--- src/rtl/booth_r4_seq_multiplier.sv ---
// Radix-4 modified-Booth sequential signed multiplier, one digit per clock.
// Ports: clk, clr (sync high), start, multiplicand, multiplier -> busy, done, product_hi/lo.
// Define BOOTH_EARLY_EXIT_EN to finish once every remaining digit recodes to zero.
module booth_r4_seq_multiplier #(
  parameter int WIDTH = 32
) (
  input  logic             clk,
  input  logic             clr,
  input  logic             start,
  input  logic [WIDTH-1:0] multiplicand,
  input  logic [WIDTH-1:0] multiplier,
  output logic             busy,
  output logic             done,
  output logic [WIDTH-1:0] product_hi,
  output logic [WIDTH-1:0] product_lo
);

  localparam int HALF = WIDTH / 2;
  localparam int CW   = $clog2(HALF + 1);
  localparam int PW   = 2 * WIDTH;

  typedef enum logic [1:0] {
    IDLE,
    RUN,
    DONE
  } state_t;

  state_t           state;
  logic [WIDTH-1:0] m;
  logic [WIDTH-1:0] q;
  logic             guard;
  logic [PW-1:0]    acc;
  logic [CW-1:0]    cnt;

  logic [2:0]       triplet;
  logic             neg;
  logic             two;
  logic             zero;
  logic [PW-1:0]    m_ext;
  logic [PW-1:0]    mag;
  logic [PW-1:0]    term_base;
  logic [PW-1:0]    term;
  logic [PW-1:0]    acc_nxt;
  logic [WIDTH-1:0] q_nxt;
  logic [CW-1:0]    cnt_nxt;
  logic             last;
  logic             finish;

  assign triplet = {q[1:0], guard};

  always_comb begin
    neg  = 1'b0;
    two  = 1'b0;
    zero = 1'b0;
    unique case (triplet)
      3'b000: zero = 1'b1;
      3'b111: zero = 1'b1;
      3'b001: ;
      3'b010: ;
      3'b011: two = 1'b1;
      3'b100: begin
        two = 1'b1;
        neg = 1'b1;
      end
      3'b101: neg = 1'b1;
      3'b110: neg = 1'b1;
      default: zero = 1'b1;
    endcase
  end

  assign m_ext     = {{WIDTH{m[WIDTH-1]}}, m};
  assign mag       = two ? (m_ext << 1) : m_ext;
  assign term_base = zero ? '0 : (neg ? (~mag + 1'b1) : mag);
  // Digit i weighs 4^i, i.e. a left shift of 2*i.
  assign term      = term_base << {cnt, 1'b0};
  assign acc_nxt   = acc + term;
  assign q_nxt     = WIDTH'($signed(q) >>> 2);
  assign cnt_nxt   = cnt + CW'(1);
  assign last      = (cnt_nxt == CW'(HALF));

`ifdef BOOTH_EARLY_EXIT_EN
  // Remaining Q plus new guard all-equal means every later triplet is 000/111.
  assign finish = last
                | (&{q_nxt, q[1]})
                | ~(|{q_nxt, q[1]});
`else
  assign finish = last;
`endif

  always_ff @(posedge clk) begin
    if (clr) begin
      state      <= IDLE;
      busy       <= 1'b0;
      done       <= 1'b0;
      product_hi <= '0;
      product_lo <= '0;
      cnt        <= '0;
      m          <= '0;
      q          <= '0;
      guard      <= 1'b0;
      acc        <= '0;
    end else begin
      unique case (state)
        IDLE: begin
          done <= 1'b0;
          if (start) begin
            m     <= multiplicand;
            q     <= multiplier;
            guard <= 1'b0;
            acc   <= '0;
            cnt   <= '0;
            busy  <= 1'b1;
            state <= RUN;
          end
        end
        RUN: begin
          acc   <= acc_nxt;
          q     <= q_nxt;
          guard <= q[1];
          cnt   <= cnt_nxt;
          if (finish) begin
            product_hi <= acc_nxt[PW-1:WIDTH];
            product_lo <= acc_nxt[WIDTH-1:0];
            done       <= 1'b1;
            state      <= DONE;
          end
        end
        DONE: begin
          done  <= 1'b0;
          busy  <= 1'b0;
          state <= IDLE;
        end
        default: begin
          done  <= 1'b0;
          busy  <= 1'b0;
          state <= IDLE;
        end
      endcase
    end
  end

endmodule

--- config.mk ---
export PLATFORM = sky130hd
export DESIGN_NAME = booth_r4_seq_multiplier
export DESIGN_NICKNAME = d
export VERILOG_FILES = /design/src/rtl/booth_r4_seq_multiplier.sv
export SDC_FILE = /design/constraint.sdc
export NUM_CORES = 1
export LEC_CHECK = 0
export ABC_CLOCK_PERIOD_IN_PS = 19930
export CAP_MARGIN = 20
export CORE_ASPECT_RATIO = 1.1
export CORE_UTILIZATION = 51
export CTS_CLUSTER_DIAMETER = 120
export DETAILED_ROUTE_END_ITERATION = 16
export HOLD_SLACK_MARGIN = 0.05
export PLACE_DENSITY = 0.74
export REMOVE_ABC_BUFFERS = 1
export SLEW_MARGIN = 15
export SYNTH_ARGS = -nofsm -noshare
export SYNTH_HDL_FRONTEND = slang
export SYNTH_SLANG_ARGS = --single-unit
--- constraint.sdc ---
create_clock -name clk -period 19.93 [get_ports clk]
set_input_delay 3.986 -clock clk [delete_from_list [all_inputs] [get_ports clk]]
set_output_delay 3.986 -clock clk [all_outputs]
set_load 0.03 [all_outputs]
**Word-level counts from Yosys, hierarchy flattened**

Cells that the tools add are included.

- Register bits: 202
- Bits of input ports: 67
- Output and inout bits: 66
- Logic and storage cells: 58

- $add $sub $neg: 3
- Equality and inequality tests: 9
- Shifts and indexed selects: 1
- Mux-type cells: 19
- Bitwise logic cells: 2
- Reduce and logical (&&, ||, !) cells: 13

Operator list:

| cell | count |
|---|---|
| $mux W64 | 3 |
| $pmux W64 S2 | 1 |
| $add A64 B1 Y64 const B | 1 |
| $add A64 B64 Y64 | 1 |
| $mux W32 | 2 |
| $not A64 Y64 | 1 |
| $pmux W32 S2 | 1 |
| $shl A64 B6 Y64 | 1 |
| $eq A3 B3 Y1 const B | 4 |
| $pmux W5 S2 | 1 |
| $reduce_and A2 Y1 | 5 |
| $reduce_or A2 Y1 | 3 |
| $add A5 B1 Y5 const B | 1 |
| $eq A5 B5 Y1 const B | 1 |
| $mux W1 | 5 |
| $mux W5 | 1 |
| $mux W2 | 2 |
| $ne A2 B2 Y1 const B | 2 |
| $pmux W1 S2 | 2 |
| $pmux W2 S2 | 1 |
| $eq A3 B2 Y1 const B | 1 |
| $logic_not A3 Y1 | 1 |
| $reduce_and A3 Y1 | 1 |
| $reduce_or A3 Y1 | 1 |
| other kinds (4) | 4 |

**Depth between registers and ports, before layout**

- Word-level depth: 11
- Depth in mapped cells: 33
- Depth with buffers taken out: 27

**Least setup slack after synthesis**

OpenSTA, ideal clock, no wires.

- Path kind: register to register
- Start: register guard
- End: register product_hi[30]
- Setup time: 65 ps
- Arrival time: 7663 ps
- Required time: 19865 ps
- Slack: 12202 ps
- Cell stages (with the launch flop): 32
- Clock period less this slack: 7728 ps
- Cell sequence: dfxtp_1 -> buf_2 -> nor3b_2 -> clkbuf_1 -> nor2_1 -> buf_1 -> mux2i_1 -> ha_1 -> o21ai_2 -> or3_1 -> buf_2 -> or4_1 -> buf_2 -> or4_4 -> mux2i_1 -> o32ai_1 -> mux4_2 -> mux2_2 -> o22ai_1 -> ha_1 -> and3_1 -> and3_1 -> and3_1 -> a221oi_1 -> o21ai_0 -> a221oi_1 -> a21oi_1 -> o21ai_0 -> a311oi_1 -> a221o_1 -> a2111oi_0 -> nand4b_1

- Word-level cells in the longest chain between the ends: 10
- Elaborated cells between the ends (all ways): 19
- Classes of those cells: 2 x add/sub; 5 x eq/ne; 1 x shift; 6 x mux; 1 x bitwise; 4 x reduce/logical

RTL lines:

| what | RTL line | text |
|---|---|---|
| start: declaration | 31 | `logic guard;` |
| start signal: assignment | 119 | `guard <= q[1];` |
| $eq A3 B3 Y1 / $eq A3 B2 Y1 (equally long branches) | 55 | `unique case (triplet)` |
| $reduce_or A2 Y1 (no line) | n/a |  |
| $mux W1 | 55 |  |
| $mux W32 | 72 | `assign mag = two ? (m_ext << 1) : m_ext;` |
| $not A64 Y64 | 73 | `assign term_base = zero ? '0 : (neg ? (~mag + 1'b1) : mag);` |
| $add A64 B1 Y64 | 73 |  |
| $mux W64 | 73 |  |
| $mux W64 * | 73 |  |
| $shl A64 B6 Y64 * | 75 | `assign term = term_base << {cnt, 1'b0};` |
| $add A64 B64 Y64 * | 76 | `assign acc_nxt = acc + term;` |
| end signal: assignment | 122 | `product_hi <= acc_nxt[PW-1:WIDTH];` |
| end: declaration | 14 | `output logic [WIDTH-1:0] product_hi,` |

Mark *: on every way between the ends. The rest lies on a longest branch, timed or not.
A chain may end at the register's enable or synchronous reset.

**Final worst setup path**

- Start: register q[1]
- End: register product_hi[30]

- Word-level cells in the longest chain between the ends: 10
- Elaborated cells between the ends (all ways): 19
- Classes of those cells: 2 x add/sub; 5 x eq/ne; 1 x shift; 6 x mux; 1 x bitwise; 4 x reduce/logical

RTL lines:

| what | RTL line | text |
|---|---|---|
| start: declaration | 30 | `logic [WIDTH-1:0] q;` |
| start signal: assignment | 108 | `q <= multiplier;` |
| start signal: assignment | 118 | `q <= q_nxt;` |
| $eq A3 B3 Y1 / $eq A3 B2 Y1 (equally long branches) | 55 |  |
| $reduce_or A2 Y1 (no line) | n/a |  |
| $mux W1 | 55 |  |
| $mux W32 | 72 |  |
| $not A64 Y64 | 73 |  |
| $add A64 B1 Y64 | 73 |  |
| $mux W64 | 73 |  |
| $mux W64 * | 73 |  |
| $shl A64 B6 Y64 * | 75 |  |
| $add A64 B64 Y64 * | 76 |  |

Marked as above.

==> flow_summary.toml <==
[routing]
drt_iter0_drc = 1386
drc_errors = 0
vias = 16818
viasPerCell = 6.25
ant_nets = 0
avgRoutedWirePerCell_um = 19.9
drt-total-wl_um = 53500
firstDrtPassIters = 6

[synth]
yosys_warnings = 0
syn_avg_cell_area_um2 = 7.12
synth_compound_area_frac = 0.279
synthXorXnorAreaFrac = 0.0348
synth_cells = 2259
synthAdderAreaFrac = 0.0533
synth_largest_area_cell = "dfxtp_1"
yosys.area.top_type_share = 0.251
ys_seq_elements = 202
yosys.area_share.simple = 0.258
synthesis.area_um2 = 16100
synth_area_leaders = "dfxtp_1, nand2_1, a21oi_1, ha_1, nor2_1"
ys_types = 82
synth_top_family_by_area = "compound AO/OA/AOI/OAI gates"
seq_area_frac_synth = 0.251
synth-async-reset-ratio = 0
synth_mux_area_frac = 0.0701
synth_edf_count = 0
synthFlopType = "dfxtp_1"

[power_and_ir_drop]
switchingPower_uw = 497
power_density_nw_per_um2 = 74.2
power.internal_uw = 862
p_seq_frac = 0.326
pwr-share-clk = 0.343
power_frac_comb = 0.331
leakage_uw = 0.00710
fin_total_pwr_uw = 1360
ir_worst_vdd_uv = 111
swShare = 0.366

[floorplan]
die-height_um = 188
rows = 67
die_area_um2 = 32300
ios = 133
initial_utilization = 0.523
core_area_um2 = 30800
fp.dieW_um = 171

[grt]
gr-total-overflow = 0
grt_first_pass_wirelength_um = 84800
antenna_found_initial = 0
grt_use_total = 0.327
grt_max_degree = 88
grt_pass1_vias = 15556

[setup_path]
arrival_ns = 9.31
path_buf_inv = 2
critical-path-top-delay-family = "compound AO/OA/AOI/OAI gates"
required_ns = 20.43
max_stage_delay_ns = 0.73
crit_type = "reg -> reg"
cp_max_fo = 48
r2r_slack_ns = 11.12
ff2ff_path_depth = 26
crit-reg2reg-capture = "product_hi[30]"
path_common_cell = "and3_1"
r2r_start = "q[1]"
critPathSlowestCell = "nor3_1"
endpoint_kind = "flop"
setup.worst_path.start_class = "flop"

[sta]
post-route-period-util = 0.442
finClkSkew_ns = 0.0113
rsz0062_at_grt = "no"
relSlewSlack = 0.322
tightest_slew_ns = 1.02
max_freq_ghz = 0.114
worst_slack_ns = 11.12
fin_crit_ns = 8.81
setup-violations-final = 0
final_max_slew_viol_count = 0
finalSetupTns_ns = 0
whs_ns = 0.451
hold_violations = 0

[run]
drv_cap = 0

[hold_path]
min_to = "product_hi[3]"
hp-class = "reg -> reg"
hp-start = "product_hi[3]"
min_path_cells = 2

[cts]
cts_tree = "built"
cts_root_buf = "clkbuf_16"
numCtsBuffers = 25
cts.sinks = 202
cts.path.max_buffers = 3
cts.repair.resized = 0
htree_levels = 1
postCtsHoldBufs = 0
cts_setup_buffers = 0
clk_pin_slew_ns = 0.06
clock_latency_ns = 0.56

[place]
io_buffers = 132
place_hpwl_um = 38900
dpl_cell_area_um2 = 17500
pre_cts_ws_ns = 11.37
gp_congestion = 0.970

[layout]
nFillCells = 2896
design_area_um2 = 18300
multi_input_area_um2 = 11200
regArea_um2 = 4050
antenna_cells = 0
fin_nets = 2393
drive_gt1_frac = 0.0690
area_growth_pct = 13.8

[status]
status = "complete, no violations"
## flip-flops by register name, indices dropped and copies added (netlist names)
register	cells
q	32
state	2
acc	64
m	32
done	1
busy	1
product_lo	32
cnt	5
guard	1
product_hi	32
## power by group through the flow
stage	registers (µW)	clock network, µW	logic [µW]
after global placement	450	0	438
after floorplan	449	0	300
after global routing	445	493	488
after CTS	442	473	443
after detailed placement	451	0	440
final	443	466	450
## worst reg2reg max path, stage by stage, from the launching register on
cell	delay, ns
dfxtp_1	0.31
buf_4	0.41
or3b_1	0.61
buf_4	0.29
o32a_1	0.21
o2bb2ai_1	0.20
nor3_1	0.73
nand2_1	0.35
or4_4	0.57
mux2i_1	0.22
o32ai_1	0.16
mux4_2	0.55
mux2_2	0.31
o22ai_1	0.20
ha_1	0.34
and3_1	0.22
and3_1	0.23
and3_1	0.19
a221oi_1	0.33
o21ai_0	0.19
a221oi_1	0.36
a21oi_1	0.11
o21ai_0	0.30
a311oi_1	0.30
a221o_1	0.44
a2111oi_0	0.46
nand4b_1	0.16
## logic make-up (layout without fill, tap and decap cells)
group / count (synthesis) / in the layout
AOI/OAI and AO/OA: 702 / 702
xor gates and xnor gates: 64 / 64
adders and majority gates: 68 / 68
buffers and inverters: 223 / 240
DFF: 202 / 202
muxes: 89 / 89
and+or+nand+nor: 911 / 911
## per-stage QoR
step | cells | utilization
3_3_place_gp | 2645 | 0.568
5_1_grt | 2690 | 0.595
3_5_place_dp | 2645 | 0.568
2_1_floorplan | 2067 | -
6_report | 2690 | 0.595
4_1_cts | 2690 | 0.595
## per-layer routing
layer	vias up	track usage	routed length, µm
li1	8199	-	-
met1	7888	0.417	22900
met2	606	0.558	25500
met3	125	0.0338	2900
met4	0	0.139	2170
met5	-	0	0
## cells in the final DEF, fill, tap and decap left out, types with 11 or more instances in the layout
cell               n
dfxtp_1          200
buf_4             32
nor2_1           185
and2_1            21
a31oi_1           21
or3_1             22
nand2_1          401
o21ai_0          125
o22ai_1           22
inv_1             29
mux4_2            16
nand2b_1          26
nor3_1            49
mux2_2            29
mux2i_1           44
o31ai_1           11
o21a_1            20
a21oi_1          258
xor2_1            27
o211ai_1          15
a311oi_1          36
nand4_1           27
a21o_1            44
nand3_1           83
clkbuf_16         25
o21bai_1          13
xnor2_1           37
nor2b_1           13
a211oi_1          16
clkdlybuf4s50_1  131
ha_1              67
and3_1            21
a31o_2            11
## synth_stat cells, drive strengths merged, types with 34 or more instances
master and instances:
mux2i 44, nor2 187, buf 34, a311oi 36, o21ai 129, ha 67
nand2 401, nor3 49, clkbuf 158, a21oi 258, dfxtp 202, a21o 44
xnor2 37, nand3 83
## worst max path at each step
stage	from	endpoint	slack (ns)	depth (start not counted)
3_5_place_dp	q[1]	product_hi[30]	11.37	26
5_1_grt	q[1]	product_hi[30]	10.56	26
4_1_cts	q[1]	product_hi[30]	11.31	26
6_report	q[1]	product_hi[30]	11.12	26
2_1_floorplan	q[1]	product_hi[30]	11.26	26
3_3_place_gp	q[1]	product_hi[30]	11.47	26
## layout make-up
type | count | area share
inverters | 31 | 0.00635
well taps | 414 | 0.0283
multi-input cells | 1834 | 0.613
clock buffers | 32 | 0.0378
clock inverters | 13 | 0.00847
repair buffers | 164 | 0.0853
flip-flops and latches | 202 | 0.221
No activity file was read; power rests on OpenSTA's default activity.
